<file path="src/rtl/eve_crossover_engine.sv">
// eve_crossover_engine: LFSR-driven byte-wise crossover of parent genes with a paired Rand word, one registered valid/ready stage
module eve_crossover_engine #(
  parameter logic [31:0] SEED_DEFAULT = 32'hACE1_1234
) (
  input  logic        Clk,
  input  logic        Reset_n,
  input  logic [63:0] ParentA,
  input  logic [63:0] ParentB,
  input  logic        ParentValid,
  input  logic        ParentLast,
  output logic        ParentReady,
  input  logic [31:0] Config,
  input  logic [31:0] Seed,
  input  logic        SeedLoad,
  output logic [63:0] Crossover,
  output logic [35:0] Rand,
  output logic        CrossoverValid,
  input  logic        CrossoverReady,
  output logic        CrossoverLast,
  output logic [15:0] GeneCount
);
  localparam logic [31:0] MASK = 32'h8020_0003;
  typedef enum logic {EMPTY, FULL} state_t;
  state_t      state_q, state_d;
  logic [31:0] lfsr_q, lfsr_d, lfsr_step;
  logic [35:0] rlfsr_q, rlfsr_d;
  logic [63:0] xover_q, xover_d, mix;
  logic [35:0] rand_q, rand_d;
  logic        last_q, last_d;
  logic [15:0] count_q, count_d;
  logic        acc;
  logic [7:0]  thr;
  logic        unused_cfg;
  assign thr            = Config[7:0];
  assign unused_cfg     = ^Config[31:8];
  assign CrossoverValid = state_q == FULL;
  assign ParentReady    = !SeedLoad && (!CrossoverValid || CrossoverReady);
  assign acc            = ParentValid && ParentReady;
  assign lfsr_step      = (lfsr_q >> 1) ^ (lfsr_q[0] ? MASK : 32'h0);
  assign mix[63:32]     = ParentA[63:32];
  for (genvar b = 0; b < 4; b++) begin : g_byte
    assign mix[8*b +: 8] = (lfsr_q[8*b +: 8] < thr) ? ParentB[8*b +: 8] : ParentA[8*b +: 8];
  end
  always_comb begin
    state_d = acc ? FULL : (CrossoverReady ? EMPTY : state_q);
    xover_d = acc ? mix : xover_q;
    rand_d  = acc ? rlfsr_q : rand_q;
    last_d  = acc ? ParentLast : last_q;
    lfsr_d  = SeedLoad ? ((Seed == 32'h0) ? SEED_DEFAULT : Seed) : (acc ? lfsr_step : lfsr_q);
    rlfsr_d = SeedLoad ? {4'hF, Seed} : (acc ? {rlfsr_q[34:0], rlfsr_q[35] ^ rlfsr_q[24]} : rlfsr_q);
    count_d = SeedLoad ? 16'd0 : (!acc ? count_q : (ParentLast ? 16'd0 : count_q + 16'd1));
  end
  always_ff @(posedge Clk or negedge Reset_n) begin
    if (!Reset_n) begin
      state_q <= EMPTY;
      lfsr_q  <= SEED_DEFAULT;
      rlfsr_q <= {4'hF, SEED_DEFAULT};
      xover_q <= 64'h0;
      rand_q  <= 36'h0;
      last_q  <= 1'b0;
      count_q <= 16'd0;
    end else begin
      state_q <= state_d;
      lfsr_q  <= lfsr_d;
      rlfsr_q <= rlfsr_d;
      xover_q <= xover_d;
      rand_q  <= rand_d;
      last_q  <= last_d;
      count_q <= count_d;
    end
  end
  assign Crossover     = xover_q;
  assign Rand          = rand_q;
  assign CrossoverLast = last_q;
  assign GeneCount     = count_q;
endmodule

</file>
<file path="config.mk">
export PLATFORM = sky130hd
export DESIGN_NAME = eve_crossover_engine
export DESIGN_NICKNAME = d
export VERILOG_FILES = /design/src/rtl/eve_crossover_engine.sv
export SDC_FILE = /design/constraint.sdc
export NUM_CORES = 1
export LEC_CHECK = 0
export CAP_MARGIN = 20
export CORE_UTILIZATION = 45
export DETAILED_ROUTE_END_ITERATION = 6
export PLACE_DENSITY = 0.89
export SYNTH_ARGS = -nofsm -noshare
export SYNTH_HDL_FRONTEND = slang
export SYNTH_SLANG_ARGS = --single-unit
</file>
<file path="constraint.sdc">
create_clock -name Clk -period 2.1 [get_ports Clk]
set_clock_uncertainty 0.05 [all_clocks]
set_input_delay 0.21 -clock Clk [delete_from_list [all_inputs] [get_ports Clk]]
set_output_delay 0.21 -clock Clk [all_outputs]
set_load 0.02 [all_outputs]
</file>
==> summary.md <==
| Metric | Value |
|---|---|
| Status | complete, no violations |
| Slew Limit Fails | 0 |
| Initial antenna violation count | 0 |
| Fmax | just over 0.5 GHz |
| Synth cell types | between 50 and 60 |
| Layout cells sized above 1 | around 11% |
| Power share of the sequential group | between 40% and 50% |
| Post-synth EDFFs | 0 |
| Netlist Area Pre-Place | between 0.008 and 0.009 mm^2 |
| CP delay by family, top | buffers and inverters |
| Origin of the critical flop-to-flop path | lfsr_q[21] |
| Io pins | around 320 |
| Worst min path class | primary input to async pin |
| RSZ-0062 raised after global routing | no |
| Synth-to-Final Area Change | 41.9% |
| Max-Cap Viols | 0 |
| Seq/Total Area, Yosys | between 50% and 60% |
| Leak | around 5.6 nW |
| CTS tree | done |
| Largest net degree at the start of global routing | about 50 |
| Starting Density | around 46% |
| Die height | around 140 um |
| CTS Buffer Depth | 2 |
| Slowest stage cell, crit path | clkdlybuf4s50_1 |
| PwrDens | around 860 mW/mm^2 |
| Final Wtd Congestion | 0.870 |
| Crit Path Category | flip-flop to output port |
| Critical Path AT | 1690 ps |
| Final setup fails | 0 |
| Ys flop type | dfrtp_1 |
| Clock slew seen by the registers of the worst setup and hold paths | 70 ps |
| Final Util | between 60% and 70% |
| R2R Path End | Crossover[16] |
| WP data required | 1840 ps |
| Fraction of registers with async set/reset | 100% |
| CP Buf/Inv Count | 1 |
| Int Pwr | between 7 and 8 mW |
| WL final | between 20,000 and 30,000 um |
| Switching share of power | around 32% |
| Crit. End Element | output port |
| Total power | 10.7 mW |
| Rel. slew slack | between 70 and 80% |
| Setup WS pre-CTS | -173 ps |
| H-tree levels | 4 |
| Tot GR Track Use | roughly a quarter |
| Die width | between 100 and 150 um |
| P_sw | 3.44 mW |
| Root buf cell | clkbuf_16 |
| Area of the multi-input gates | 0.00378 mm^2 |
| Vias | ~8,100 |
| Clock sinks | approximately 190 |
| Final Cycle Share | approximately 93% |
| Number of global-route vias before repair | about 8,000 |
| Avg Cell Area, Syn | 9.57 um^2 |
| Synthesis-stage register bit count | 186 |
| Worst r2r path cells | 6 |
| Reg2Reg Setup Slack | 170 ps |
| Design Area, Final | roughly 0.012 mm^2 |
| Post-layout worst setup margin | around 150 ps |
| Combinational share of power | 27.8% |
| DRT Pass-1 Iters | 5 |
| DRC violations left | 0 |
| Clock Latency Late Sink | roughly 430 ps |
| Final hold vios | 0 |
| Core area | about 0.019 mm^2 |
| Clock share of power | 30.2% |
| Diodes inserted | 0 |
| Synth Warn # | 0 |
| Number of fill cells in the layout | ~1,400 |
| Worst IR drop on VDD | ~0.60 mV |
| Max incr delay on CP | ~630 ps |
| DR vias/cell | ~5.5 |
| Placed Instance Area | 0.0119 mm^2 |
| IO buf count | 260 |
| First-pass GRT wire length | slightly above 40,000 um |
| CP startpoint kind | flip-flop |
| Final ANT Viol Nets | 0 |
| Register area | 0.00469 mm^2 |
| Resized cells post-CTS | 0 |
| CP cell instances | nor2b_1, nor2_1, clkdlybuf4s50_1 |
| Syn Nets | 1,147 |
| Starting DRC count in detailed routing | 812 |
| Routed WL per cell | between 15 and 20 um |
| GRT Residual Overflow | 0 |
| Gate Count Post-Synth | around 900 |
| Detail Placement HPWL | between 15,000 and 20,000 um |
| Slew of the pin with the lowest slew margin | 449 ps |
| Min cycle time layout | 1950 ps |
| Die Area | ~0.02 mm^2 |
| CTS buffer count | 17 |
| Hold Slack | roughly 210 ps |
| Final Net Count | about 1,400 |
| Worst-path maximum fanout | 3 |
| Std cell rows | 50 |
## worst max-delay path by stage
| stage | start | endpoint | slack (ps) | cells past startpoint |
|---|---|---|---|---|
| floorplan | lfsr_q[31] | Crossover[24] | 170 | 5 |
| global placement | Config[2] | Crossover[25] | -70 | 8 |
| detailed placement | Config[7] | Crossover[15] | -170 | 8 |
| CTS | CrossoverValid | ParentReady | 130 | 3 |
| global route | CrossoverValid | ParentReady | 60 | 3 |
| finish | CrossoverValid | ParentReady | 150 | 3 |
## registers in the layout (all words and copies together), names as in the netlist
register	cells
GeneCount	16
Rand	36
rlfsr_q	36
lfsr_q	32
CrossoverLast	1
CrossoverValid	1
Crossover	64
## stage by stage
stage	instances	TNS (ps)
floorplan	920	0
global placement	1433	-1880
detailed placement	1433	-3620
CTS	1466	0
global route	1466	0
finish	1466	0
## cell usage after synthesis (7+ instances only)
| library cell | instances | area share, % |
|---|---|---|
| buf_2 | 16 | 0.91 |
| a31oi_1 | 14 | 0.99 |
| nor2_1 | 19 | 0.81 |
| nand4_1 | 8 | 0.57 |
| dfrtp_1 | 156 | 44 |
| a21o_1 | 7 | 0.60 |
| o21ai_0 | 23 | 1.3 |
| nand2_1 | 357 | 15 |
| buf_6 | 8 | 1.0 |
| o2111ai_1 | 36 | 3.6 |
| mux2i_1 | 20 | 2.3 |
| dfstp_2 | 30 | 8.9 |
| nor4_1 | 8 | 0.57 |
| clkbuf_1 | 17 | 0.72 |
| a21oi_1 | 11 | 0.62 |
| o211ai_1 | 33 | 2.8 |
| ha_1 | 29 | 4.1 |
| a32oi_1 | 12 | 1.2 |
| nand3_1 | 31 | 1.8 |
| inv_1 | 12 | 0.51 |
## power groups by stage
| stage | registers [mW] | clock network, mW | logic (mW) |
|---|---|---|---|
| 6_report | 4.50 | 3.23 | 2.97 |
| 2_1_floorplan | 4.98 | 0 | 0.940 |
| 3_5_place_dp | 4.56 | 0 | 2.96 |
| 4_1_cts | 4.50 | 3.26 | 2.99 |
| 3_3_place_gp | 4.53 | 0 | 2.88 |
| 5_1_grt | 4.56 | 3.41 | 3.21 |
## worst register-to-register path: cells and delay by family (launching register included)
family	cells	cell delay (ps)
AO/OA/AOI/OAI	4	780
adder cells (fa/ha/maj)	1	250
flip-flops	1	570
buffers and inverters	1	220
## cell families after synthesis
kind of cell               share of synthesized area (%)
AOI/OAI and AO/OA                                   14.6
xor gates and xnor gates                           0.398
adders and majority gates                           4.12
buffers and inverters                               3.92
DFF                                                 53.3
muxes                                               2.40
and+or+nand+nor                                     21.3
## placed cells by master (no fill, tap or decap), types with 8 or more instances in the layout
cell	netlist	routed
a31oi_1	14	14
inv_1	12	12
ha_1	29	29
o2111ai_1	36	36
o211ai_1	33	33
o21ai_0	23	23
nor2_1	19	19
clkbuf_16	0	17
nand4_1	8	8
dfstp_2	30	30
a32oi_1	12	12
nand3_1	31	31
a21oi_1	11	11
mux2i_1	20	20
dfrtp_1	156	156
clkdlybuf4s50_1	0	259
nand2_1	357	357
buf_12	0	10
nor4_1	8	8
buf_4	5	33
## what timing repair did
action | CTS | global route
endpoints found under the hold margin | 37 | 0
hold buffers | 1 | 0
setup buffers | 0 | 0
## final cells by class
| type | instances | share of cell area, % |
|---|---|---|
| multi-input combinational | 671 | 30.3 |
| tap | 260 | 2.60 |
| sequential | 186 | 37.5 |
| timing repair buffer | 304 | 24.5 |
| clock inverter | 15 | 1.28 |
| clock buffer | 17 | 3.40 |
| inverter | 13 | 0.390 |
## metal layers
layer | up-vias | track usage, % | wire (um)
li1 | 3766 | - | -
met1 | 3915 | 34.0 | 10900
met2 | 372 | 43.3 | 12600
met3 | 59 | 5.64 | 1900
met4 | 0 | 10.5 | 752
met5 | - | 0 | 0
(Power assumes the default switching activity.)
